===== config.mk =====
export PLATFORM = sky130hd
export DESIGN_NAME = gerador_freq
export DESIGN_NICKNAME = d
export VERILOG_FILES = /design/src/rtl/gerador_freq.sv
export SDC_FILE = /design/constraint.sdc
export NUM_CORES = 1
export LEC_CHECK = 0
export CAP_MARGIN = 20
export CORE_AREA = 2 2 112 114
export DETAILED_ROUTE_END_ITERATION = 7
export DIE_AREA = 0 0 114 116
export PLACE_DENSITY = 0.65
export SLEW_MARGIN = 20
export SYNTH_ARGS = -nofsm -noshare
export SYNTH_HDL_FRONTEND = slang
export SYNTH_SLANG_ARGS = --single-unit

===== constraint.sdc =====
create_clock -name clk_sistema_100k -period 4 [get_ports clk_sistema_100k]
set_input_delay 0.8 -clock clk_sistema_100k [delete_from_list [all_inputs] [get_ports clk_sistema_100k]]
set_output_delay 0.8 -clock clk_sistema_100k [all_outputs]
set_load 0.02 [all_outputs]

===== src/rtl/gerador_freq.sv =====
// Programmable square-wave generator: a 4-digit BCD setpoint is converted to a
// binary phase increment that drives a modulo-F_CLK DDS accumulator.
module gerador_freq #(
  parameter int F_CLK = 100000,
  parameter int ACC_W = 17
) (
  input  logic       clk_sistema_100k,
  input  logic       reset_sistema,
  input  logic       carga,
  input  logic       hab,
  input  logic [3:0] bcd_3,
  input  logic [3:0] bcd_2,
  input  logic [3:0] bcd_1,
  input  logic [3:0] bcd_0,
  output logic       clk_gerado,
  output logic       pulso,
  output logic       ocupado,
  output logic       erro
);

  typedef enum logic [1:0] {IDLE = 2'd0, CONV = 2'd1, APPLY = 2'd2} estado_t;

  localparam logic [ACC_W:0] MOD_VAL  = (ACC_W + 1)'(F_CLK);
  localparam logic [ACC_W:0] HALF_VAL = (ACC_W + 1)'(F_CLK / 2);

  estado_t          estado_r, estado_next_s;
  logic [1:0]       idx_r, idx_next_s;
  logic [13:0]      bin_r, bin_next_s;
  logic [13:0]      inc_r, inc_next_s;
  logic [ACC_W-1:0] acc_r, acc_next_s;
  logic [3:0]       shadow_r [4];
  logic [3:0]       shadow_next_s [4];
  logic             clk_gerado_next_s, pulso_next_s, ocupado_next_s, erro_next_s;
  logic             digito_invalido_s;
  logic [ACC_W:0]   soma_s, acc_wide_s;

  // Flags a setpoint containing any non-BCD digit.
  always_comb begin
    digito_invalido_s = (bcd_3 > 4'd9) || (bcd_2 > 4'd9) ||
                        (bcd_1 > 4'd9) || (bcd_0 > 4'd9);
  end

  // Next-state logic of the load/convert/apply sequencer.
  always_comb begin
    estado_next_s = estado_r;
    case (estado_r)
      IDLE: begin
        if (carga && !digito_invalido_s) estado_next_s = CONV;
        else                             estado_next_s = IDLE;
      end
      CONV: begin
        if (idx_r == 2'd0) estado_next_s = APPLY;
        else               estado_next_s = CONV;
      end
      APPLY:   estado_next_s = IDLE;
      default: estado_next_s = IDLE;
    endcase
  end

  // Datapath and output next values: BCD conversion plus phase accumulator.
  always_comb begin
    idx_next_s        = idx_r;
    bin_next_s        = bin_r;
    inc_next_s        = inc_r;
    shadow_next_s     = shadow_r;
    ocupado_next_s    = ocupado;
    erro_next_s       = erro;
    acc_next_s        = acc_r;
    acc_wide_s        = '0;
    clk_gerado_next_s = clk_gerado;
    pulso_next_s      = pulso;
    soma_s            = {1'b0, acc_r} + (ACC_W + 1)'(inc_r);

    case (estado_r)
      IDLE: begin
        if (carga) begin
          shadow_next_s[3] = bcd_3;
          shadow_next_s[2] = bcd_2;
          shadow_next_s[1] = bcd_1;
          shadow_next_s[0] = bcd_0;
          erro_next_s      = digito_invalido_s;
          if (!digito_invalido_s) begin
            ocupado_next_s = 1'b1;
            bin_next_s     = 14'd0;
            idx_next_s     = 2'd3;
          end else begin
            ocupado_next_s = 1'b0;
          end
        end else begin
          ocupado_next_s = 1'b0;
        end
      end
      CONV: begin
        // Horner evaluation, thousands digit first.
        bin_next_s = bin_r * 14'd10 + {10'd0, shadow_r[idx_r]};
        idx_next_s = idx_r - 2'd1;
      end
      APPLY: begin
        inc_next_s     = bin_r;
        ocupado_next_s = 1'b0;
      end
      default: begin
        ocupado_next_s = 1'b0;
      end
    endcase

    if (estado_r == APPLY) begin
      acc_next_s        = '0;
      clk_gerado_next_s = 1'b0;
      pulso_next_s      = 1'b0;
    end else if (hab) begin
      if (soma_s >= MOD_VAL) begin
        acc_wide_s   = soma_s - MOD_VAL;
        pulso_next_s = 1'b1;
      end else begin
        acc_wide_s   = soma_s;
        pulso_next_s = 1'b0;
      end
      acc_next_s        = acc_wide_s[ACC_W-1:0];
      clk_gerado_next_s = (acc_wide_s >= HALF_VAL);
    end else begin
      acc_next_s        = '0;
      clk_gerado_next_s = 1'b0;
      pulso_next_s      = 1'b0;
    end
  end

  // State, datapath and output registers.
  always_ff @(posedge clk_sistema_100k or posedge reset_sistema) begin
    if (reset_sistema) begin
      estado_r   <= IDLE;
      idx_r      <= 2'd0;
      bin_r      <= 14'd0;
      inc_r      <= 14'd0;
      acc_r      <= '0;
      shadow_r   <= '{default: 4'd0};
      clk_gerado <= 1'b0;
      pulso      <= 1'b0;
      ocupado    <= 1'b0;
      erro       <= 1'b0;
    end else begin
      estado_r   <= estado_next_s;
      idx_r      <= idx_next_s;
      bin_r      <= bin_next_s;
      inc_r      <= inc_next_s;
      acc_r      <= acc_next_s;
      shadow_r   <= shadow_next_s;
      clk_gerado <= clk_gerado_next_s;
      pulso      <= pulso_next_s;
      ocupado    <= ocupado_next_s;
      erro       <= erro_next_s;
    end
  end

endmodule


==> results of run 1 <==
flip-flops by register name, summed over array words and instances (netlist names):
name / flops
shadow_r: 16
ocupado: 1
clk_gerado: 1
estado_r: 2
bin_r: 14
pulso: 1
acc_r: 17
inc_r: 14
erro: 1
idx_r: 2
cell type report:
| cell class | count | area, um^2 | area share |
|---|---|---|---|
| tap | 147 | 184 | 0.0336 |
| timing repair buffer | 31 | 290 | 0.0530 |
| inverter | 13 | 48.8 | 0.00891 |
| clock inverter | 6 | 93.8 | 0.0171 |
| multi-input combinational | 367 | 2910 | 0.530 |
| clock buffer | 10 | 229 | 0.0418 |
| sequential | 69 | 1730 | 0.315 |
cells by family after synthesis:
group | Yosys count | synth area share
mux | 41 | 0.106
xor+xnor | 36 | 0.0699
buf+inv | 30 | 0.0312
compound gates | 106 | 0.162
simple gates | 143 | 0.152
flops | 69 | 0.365
fa+ha+maj | 41 | 0.113
through the flow:
step                      utilization  instances  cell area, um^2
after floorplan                     -        466             4730
after global placement          0.428        627             5100
after detailed placement        0.428        627             5100
after CTS                       0.455        643             5420
after global routing            0.460        643             5480
final                           0.460        643             5480
layer usage:
layer / vias up / track usage / share of wire
met2: 57 / 0.273 / 0.50
li1: 1750 / - / -
met4: 0 / 0.0577 / 0.019
met5: - / 0 / 0
met3: 16 / 0.0335 / 0.036
met1: 1723 / 0.198 / 0.45
critical path: cells and delay by family, from the launching register on:
family          cells  cell delay, ns
flops               1            0.38
compound gates      7            1.52
simple gates        3            1.19
fa+ha+maj           2            0.63
worst paths after layout:
path                         endpoint  slack (ns)  cells after the start          start
setup / recovery           clk_gerado        0.20                     12       inc_r[0]
hold / removal                ocupado        0.50                      1        ocupado
setup reg to reg           clk_gerado        0.20                     12       inc_r[0]
hold reg to reg               ocupado        0.50                      1        ocupado
max in group asynchronous   acc_r[13]        2.41                      3  reset_sistema
min in group asynchronous    acc_r[4]        1.03                      3  reset_sistema
what timing repair did:
item	in CTS	in global routing
endpoints found under the hold margin	0	0
resized for setup	0	9
endpoints found under the setup margin	0	6
layout by cell type, fill, tap and decap left out, drive strengths merged, types with 6 or more instances in the layout:
cell and instances:
a21oi 25, nor2 46, nor3b 6, clkbuf 10
dfrtp 69, clkdlybuf4s50 23, nor3 10, o21ai 17
o22ai 9, ha 38, a21o 13, mux2 32
xor2 17, buf 8, a211oi 6, nand2 39
inv 15, xnor2 19
==> flow_metrics.py, run 1 <==
metrics = {
    "drt": {
        "vias_per_cell": 5.51,
        "drt-pass1-iter-count": 4,
        "drtIter0Drc": 147,
        "ant_nets": 0,
        "drc": 0,
        "wl_um": 9760,
        "vias": 3546,
        "wl_per_cell_um": 15.2,
    },
    "global_route": {
        "grt_pass1_wl_um": 16700,
        "antenna_found_initial": 0,
        "grt_max_degree": 70,
        "grt_usage": 0.159,
        "grt_overflow_total": 0,
        "grt_pass1_vias": 3597,
    },
    "sta": {
        "worst_slack_ns": 0.204,
        "fmax_mhz": 263,
        "skew_ns": 0.00765,
        "hold_ws_ns": 0.498,
        "finalSetupTns_ns": 0,
        "worst_slew_pin_slew_ns": 0.851,
        "hold_viol": 0,
        "finalSetupViolations": 0,
        "period_share": 0.949,
        "relSlewSlack": 0.433,
        "drv_slew": 0,
        "min_period_ns": 3.80,
        "rsz0062_at_grt": "no",
    },
    "cts": {
        "path_clk_slew_ns": 0.06,
        "clockRootBuffer": "clkbuf_16",
        "cts_setup_buffers": 0,
        "cts_buffers": 9,
        "clock-sinks": 69,
        "holdBufCountCts": 0,
        "cts_tree": "built",
        "clock_latency_ns": 0.34,
        "h-tree-depth": 3,
        "cts.path.max_buffers": 2,
    },
    "logic_synthesis": {
        "syn_inst": 466,
        "synth_cell_types": 71,
        "synth_edf_count": 0,
        "ys_ff_latch": 69,
        "async_flop_share": 1.00,
        "syn_avg_cell_area_um2": 10.1,
        "yosysTopAreaCell": "dfrtp_1",
        "syn_area_mm2": 0.00473,
        "yosysSeqAreaShare": 0.365,
        "synth_top_area_share": 0.365,
        "synth_warnings": 0,
        "synth_common_cells": "69 x dfrtp_1, 46 x nor2_1, 38 x ha_1, 38 x nand2_1, 32 x mux2_2",
        "yosys_most_used_dff": "dfrtp_1",
        "yosysMostFrequentCell": "dfrtp_1",
        "synth_area_leaders": "dfrtp_1 37%, ha_1 10%, mux2_2 7.6%, nor2_1 3.7%, xnor2_1 3.3%",
        "syn-num-nets": 527,
    },
    "job": {
        "cap_violations": 0,
    },
    "floorplanning": {
        "dieHeight_um": 116,
        "row_count": 40,
        "die_w_um": 114,
        "die_area_mm2": 0.0132,
        "placeableCoreArea_mm2": 0.0119,
        "start_util": 0.397,
        "ioPinCount": 24,
    },
    "setup_path": {
        "cp-end-kind": "flop",
        "crit_required_ns": 4.25,
        "cp-start-kind": "flop",
        "path_cells": "ha_1 -> fa_2 -> a211oi_4 -> o21ai_2 -> or4b_4 -> a31oi_4 -> a2111oi_2 -> or4_4 -> o21ai_4 -> nor3_1 -> a311o_1 -> a211oi_2",
        "arrival_ns": 4.04,
        "max_stage_delay_ns": 0.57,
        "slowest_stage": "or4_4",
        "criticalPathCategory": "flop to flop",
        "crit_fanout": 9,
    },
    "cells_and_area": {
        "synthToLayoutAreaGrowth_pct": 15.9,
        "diodes": 0,
        "drive_gt1_frac": 0.185,
        "fillers": 1117,
        "fin_nets": 552,
    },
    "outcome": {
        "status": "completed",
    },
    "placed_design": {
        "hpwl_um": 7440,
        "placement.io_buffers": 23,
        "pre_cts_ws_ns": 0.139,
        "gp_congestion": 0.845,
    },
    "hold_path": {
        "hold_path.class": "flop to flop",
    },
}
Power of run 1 is left out: the tool's default activity adds up to more than one toggle a clock period on the data nets, which glitch-free logic cannot reach.
==> run 2, diff against run 1 <==
==> constraint.sdc (replaced) <==
create_clock -name clk_sistema_100k -period 4 [get_ports clk_sistema_100k]
set_input_delay 0.8 -clock clk_sistema_100k [delete_from_list [all_inputs] [get_ports clk_sistema_100k]]
set_output_delay 0.8 -clock clk_sistema_100k [all_outputs]
set_load 0.05 [all_outputs]
==> results of run 2 <==
Final layout, timing and power as in run 1 (identical DEF).
Power of run 2 is left out for the same reason.
==> run 3, diff against run 2 <==
--- a/config.mk
+++ b/config.mk
@@ -7,6 +7,7 @@
 export LEC_CHECK = 0
 export CAP_MARGIN = 20
 export CORE_AREA = 2 2 112 114
+export CTS_CLUSTER_SIZE = 40
 export DETAILED_ROUTE_END_ITERATION = 7
 export DIE_AREA = 0 0 114 116
 export PLACE_DENSITY = 0.65
==> results of run 3 <==
Final layout, timing and power as in run 1 (identical DEF).
Power of run 3 is left out for the same reason.
==> edit 1, RTL diff (settings of run 3) <==
`ACC_W`: 17 -> 13.
--- a/src/rtl/gerador_freq.sv
+++ b/src/rtl/gerador_freq.sv
@@ -2,7 +2,7 @@
 // binary phase increment that drives a modulo-F_CLK DDS accumulator.
 module gerador_freq #(
   parameter int F_CLK = 100000,
-  parameter int ACC_W = 17
+  parameter int ACC_W = 13
 ) (
   input  logic       clk_sistema_100k,
   input  logic       reset_sistema,
Check against the original RTL: not equivalent (Yosys sat finds a counterexample within 10 cycles, from zero or initial values and one cycle with reset_sistema high).
==> edit 1 against run 3 <==
  * Synthesized area is 10% lower
  * Count of clock-buffer cells in the layout is 1 lower
  * Worst hold slack worse by 0.0090 ns
  * Design area is 10% lower
  * Wire length is 10% lower
  * Sequential cell count is 4 lower
  * Worst setup slack better by 0.48 ns
  * Largest cell class unchanged
Power is not shown: default switching activity piles up to over one toggle a cycle in this logic, so the estimate is an artifact.
==> edit 1: results (changes against run 3) <==
| Metric | Value |
|---|---|
| R2R Setup Slk | `0.68 ns (+0.48 ns)` |
| Sequential area share after synthesis | `38.3% (+1.8 points)` |
| GRT Total Usage | `14.5% (-1.3 points)` |
| Vias/cell | `5.31 (-3.8%)` |
| 1st-iter DRT viols | `134 (-8.8%)` |
| Netlist cell types | `59 (-17%)` |
| First-pass GRT wire length | `15.2 mm (-9.1%)` |
| Status | `completed` |
| Slew margin rel. | `36.9% (-6.4 points)` |
| Synth top area cells | `dfrtp_1, ha_1, mux2_2, xnor2_1, nand2_1` |
| Regs by FF count | `shadow_r (16), bin_r (14), inc_r (14)` |
| Mapped Nets | `476 (-9.7%)` |
| Met2 usage | `24.7% (-2.6 points)` |
| Wl on met1 | `4.05 mm (-7.2%)` |
| Dpl hpwl | `6.56 mm (-12%)` |
| Met1 Resource Use GR | `17.4% (-2.4 points)` |
| Global placement routability congestion | `0.923 (+9.2%)` |
| Fin nets | `502 (-9.1%)` |
| Metal2 WL | `4.23 mm (-13%)` |
| Share of layout cells above drive strength 1 | `15.2% (-3.3 points)` |
| Clk_skew | `0.00841 ns (+0.000752 ns)` |
| Met3 Wirelength | `323 microns (-9.0%)` |
| Pin count of the biggest net entering global routing | `47 (-33%)` |
| Layout fillers | `1149 (+2.9%)` |
| Arrival @ worst endpoint | `3.59 ns (-0.45 ns)` |
| CP max FO | `4 (-5)` |
==> edit 1: cell types whose count changed after synthesis, sizes merged, moves of 4 or more <==
cell / change
a21o: -4
o21ai: +6
nor2: -18
nand2: -9
nand3: +7
dfrtp: -4
xor2: -5
or3: +5
==> edit 1: stage by stage <==
| stage | instances | instance area [sq um] | setup slack, ns |
|---|---|---|---|
| after detailed placement | 577 | 4630 | 0.662 |
| after global placement | 577 | 4630 | 0.788 |
| after global routing | 594 | 4920 | 0.360 |
| after CTS | 593 | 4900 | 0.686 |
| final | 594 | 4920 | 0.682 |
| after floorplan | 416 | 4240 | 0.995 |
==> edit 1: worst max-delay path: stages (launching register included) <==
cell,delay (ns)
dfrtp_1,0.41
ha_1,0.32
ha_1,0.30
a21o_1,0.18
a21oi_1,0.23
o21ai_1,0.12
a2111oi_0,0.40
nor3_1,0.17
a2111oi_0,0.60
nor3_1,0.11
a311o_1,0.34
nand3_1,0.08
==> edit 1: area by class of cell <==
cell class,instances,share of cell area (%)
multi-input cells,321,50.6
well taps,147,3.74
clock inverters,7,0.966
clock buffers,9,4.58
inverters,16,1.22
flip-flops and latches,65,33.1
repair buffers,29,5.85
==> edit 1: kinds of logic after synthesis <==
| family | synth area share [%] |
|---|---|
| mux | 10.8 |
| simple gates | 14.2 |
| buf+inv | 3.01 |
| fa+ha+maj | 12.3 |
| compound gates | 14.7 |
| flops | 38.3 |
| xor+xnor | 6.61 |
==> edit 1: final timing paths <==
path | startpoint | end | depth (start not counted)
worst max-delay path | bin_r[2] | bin_r[13] | 11
worst min-delay path | ocupado | ocupado | 1
worst max register to register | bin_r[2] | bin_r[13] | 11
worst min register to register | ocupado | ocupado | 1
max in group asynchronous | reset_sistema | inc_r[8] | 4
min in group asynchronous | reset_sistema | bin_r[0] | 2
==> edit 2, RTL diff (config.mk and constraints of run 3) <==
Without the edit above. Re-encode `estado_t` (3 values) as one-hot, 3 bits wide.
--- a/src/rtl/gerador_freq.sv
+++ b/src/rtl/gerador_freq.sv
@@ -18,7 +18,7 @@
   output logic       erro
 );
 
-  typedef enum logic [1:0] {IDLE = 2'd0, CONV = 2'd1, APPLY = 2'd2} estado_t;
+  typedef enum logic [2:0] {IDLE = 3'b001, CONV = 3'b010, APPLY = 3'b100} estado_t;
 
   localparam logic [ACC_W:0] MOD_VAL  = (ACC_W + 1)'(F_CLK);
   localparam logic [ACC_W:0] HALF_VAL = (ACC_W + 1)'(F_CLK / 2);
Function: same outputs for any inputs over 10 cycles, from zero or initial values and one cycle with reset_sistema high; not proved beyond that.
==> edit 2 against run 3 <==
  * Synthesized area up 0.64%
  * Synthesized cell count down 0.64%
  * Worst hold slack worse by 0.015 ns
  * Count of clock-buffer cells in the layout up 1
  * Global-route usage up 0.19 points
  * Non-clock buffer count down 4
  * Worst setup slack better by 0.14 ns
  * Core utilization down 0.074 points
  * Sequential cell count up 1
  * Design area down 0.16%
  * Wire length down 1.2%
  * Final cell count down 0.47%
  * Sequential share of layout area up 0.53 points
  * Critical endpoint unchanged
Power is left out: it rests on default switching activity, and per cell area and clock period it moved more than threefold.
==> edit 2: results (changes against run 3) <==
| Metric | Value |
|---|---|
| Clk slew on worst S/H paths | `0.06 ns (about the same)` |
| Mapped Nets | `524 (-0.57%)` |
| Met1 Resource Use GR | `19.7% (-0.14 points)` |
| Share of layout cells above drive strength 1 | `18.9% (+0.32 points)` |
| Netlist cell types | `72 (+1.4%)` |
| Hold depth | `1 (unchanged)` |
| First-pass GRT wire length | `17.0 mm (+1.5%)` |
| Layout fillers | `1117 (unchanged)` |
| Grt met3 use | `2.30% (-1.0 points)` |
| Dpl hpwl | `7.45 mm (+0.12%)` |
| Root Buffer | `clkbuf_16` |
| Slew @ Worst Pin | `0.868 ns (+0.0168 ns)` |
| Initial antenna violation count | `0 (unchanged)` |
| CP max FO | `12 (+3)` |
| Number of global-route vias before repair | `3622 (+0.70%)` |
| Sequential area share after synthesis | `36.9% (+0.32 points)` |
| Global placement routability congestion | `0.778 (-8.0%)` |
| Met2 usage | `28.1% (+0.83 points)` |
| Diode count | `0 (unchanged)` |
| Status | `completed` |
| Vias/cell | `5.39 (-2.3%)` |
| Crit-path max cell delay | `0.46 ns (-0.11 ns)` |
| Crit-path slowest cell | `fa_1` |
| Critical path's top delay family | `compound AO/OA/AOI/OAI gates` |
| Fin nets | `550 (-0.36%)` |
| Most used DFF post-synth | `dfrtp_1` |
| Reg2Reg Depth | `13 (+1)` |
| Clk_skew | `0.00619 ns (-0.00147 ns)` |
| Num CTS Buffers | `9 (unchanged)` |
| Synth top cells by count | `dfrtp_1, nor2_1, ha_1` |
| DRT Pass-1 Iters | `4 (unchanged)` |
| 1st-iter DRT viols | `114 (-22%)` |
| Arrival @ worst endpoint | `3.85 ns (-0.19 ns)` |
| Routed WL per cell | `15.1 microns (-0.76%)` |
| GRT Total Usage | `16.1% (+0.19 points)` |
| Synth top area cells | `dfrtp_1, ha_1, mux2_2, xnor2_1, nor2_1` |
| Pin count of the biggest net entering global routing | `41 (-41%)` |
==> edit 2: cell types whose count changed in the layout (fill, tap and decap cells not counted), sizes merged, moves of 5 or more <==
cell / before / now
nand3: 3 / 11
nor3: 10 / 4
nor4: 5 / 0
o21ai: 17 / 26
==> edit 2: kinds of logic after synthesis <==
logic type,after synthesis,share of synthesized area [%]
buffers and inverters,30,2.74
AO/OA/AOI/OAI,109,17.2
adder cells (fa/ha/maj),41,11.3
XOR/XNOR,37,7.66
multiplexers,37,9.66
flip-flops,70,36.9
AND/OR/NAND/NOR,139,14.7
==> edit 2: worst paths after layout <==
path	startpoint	end	slack, ns
max in group asynchronous	reset_sistema	bin_r[3]	2.36
max	inc_r[0]	clk_gerado	0.35
min reg2reg	ocupado	ocupado	0.48
min in group asynchronous	reset_sistema	acc_r[1]	0.97
min	ocupado	ocupado	0.48
max reg2reg	inc_r[0]	clk_gerado	0.35
==> edit 2: per-stage QoR <==
stage / hold slack (ns) / area [sq um] / instances / util, % / worst slack (ns)
6_report: 0.484 / 5470 / 640 / 45.9 / 0.348
2_1_floorplan: 0.444 / 4760 / 463 / - / 0.747
3_3_place_gp: 0.469 / 5170 / 625 / 43.4 / 0.381
5_1_grt: 0.496 / 5470 / 640 / 45.9 / 0.0498
3_5_place_dp: 0.474 / 5170 / 625 / 43.4 / 0.281
4_1_cts: 0.486 / 5460 / 640 / 45.8 / 0.243
==> edit 2: cell type report <==
type                    instances  area, sq um  share of cell area [%]
clock buffers                  11          243                    4.44
inverters                      18         67.6                    1.24
well taps                     147          184                    3.36
multi-input cells             363         2900                    53.1
clock inverters                 4         47.5                   0.869
flip-flops and latches         70         1750                    32.0
repair buffers                 27          273                    4.99
==> edit 2: what timing repair did <==
item	CTS	global route
endpoints found under the setup margin	0	1
resized for setup	0	2
buffers inserted	0	0
==> edit 2: routing by layer <==
layer | vias up | wire length, microns | share of wire [%]
met3 | 18 | 258 | 2.7
met2 | 51 | 4780 | 50
met4 | 0 | 232 | 2.4
met5 | - | 0 | 0
met1 | 1668 | 4360 | 45
li1 | 1713 | - | -
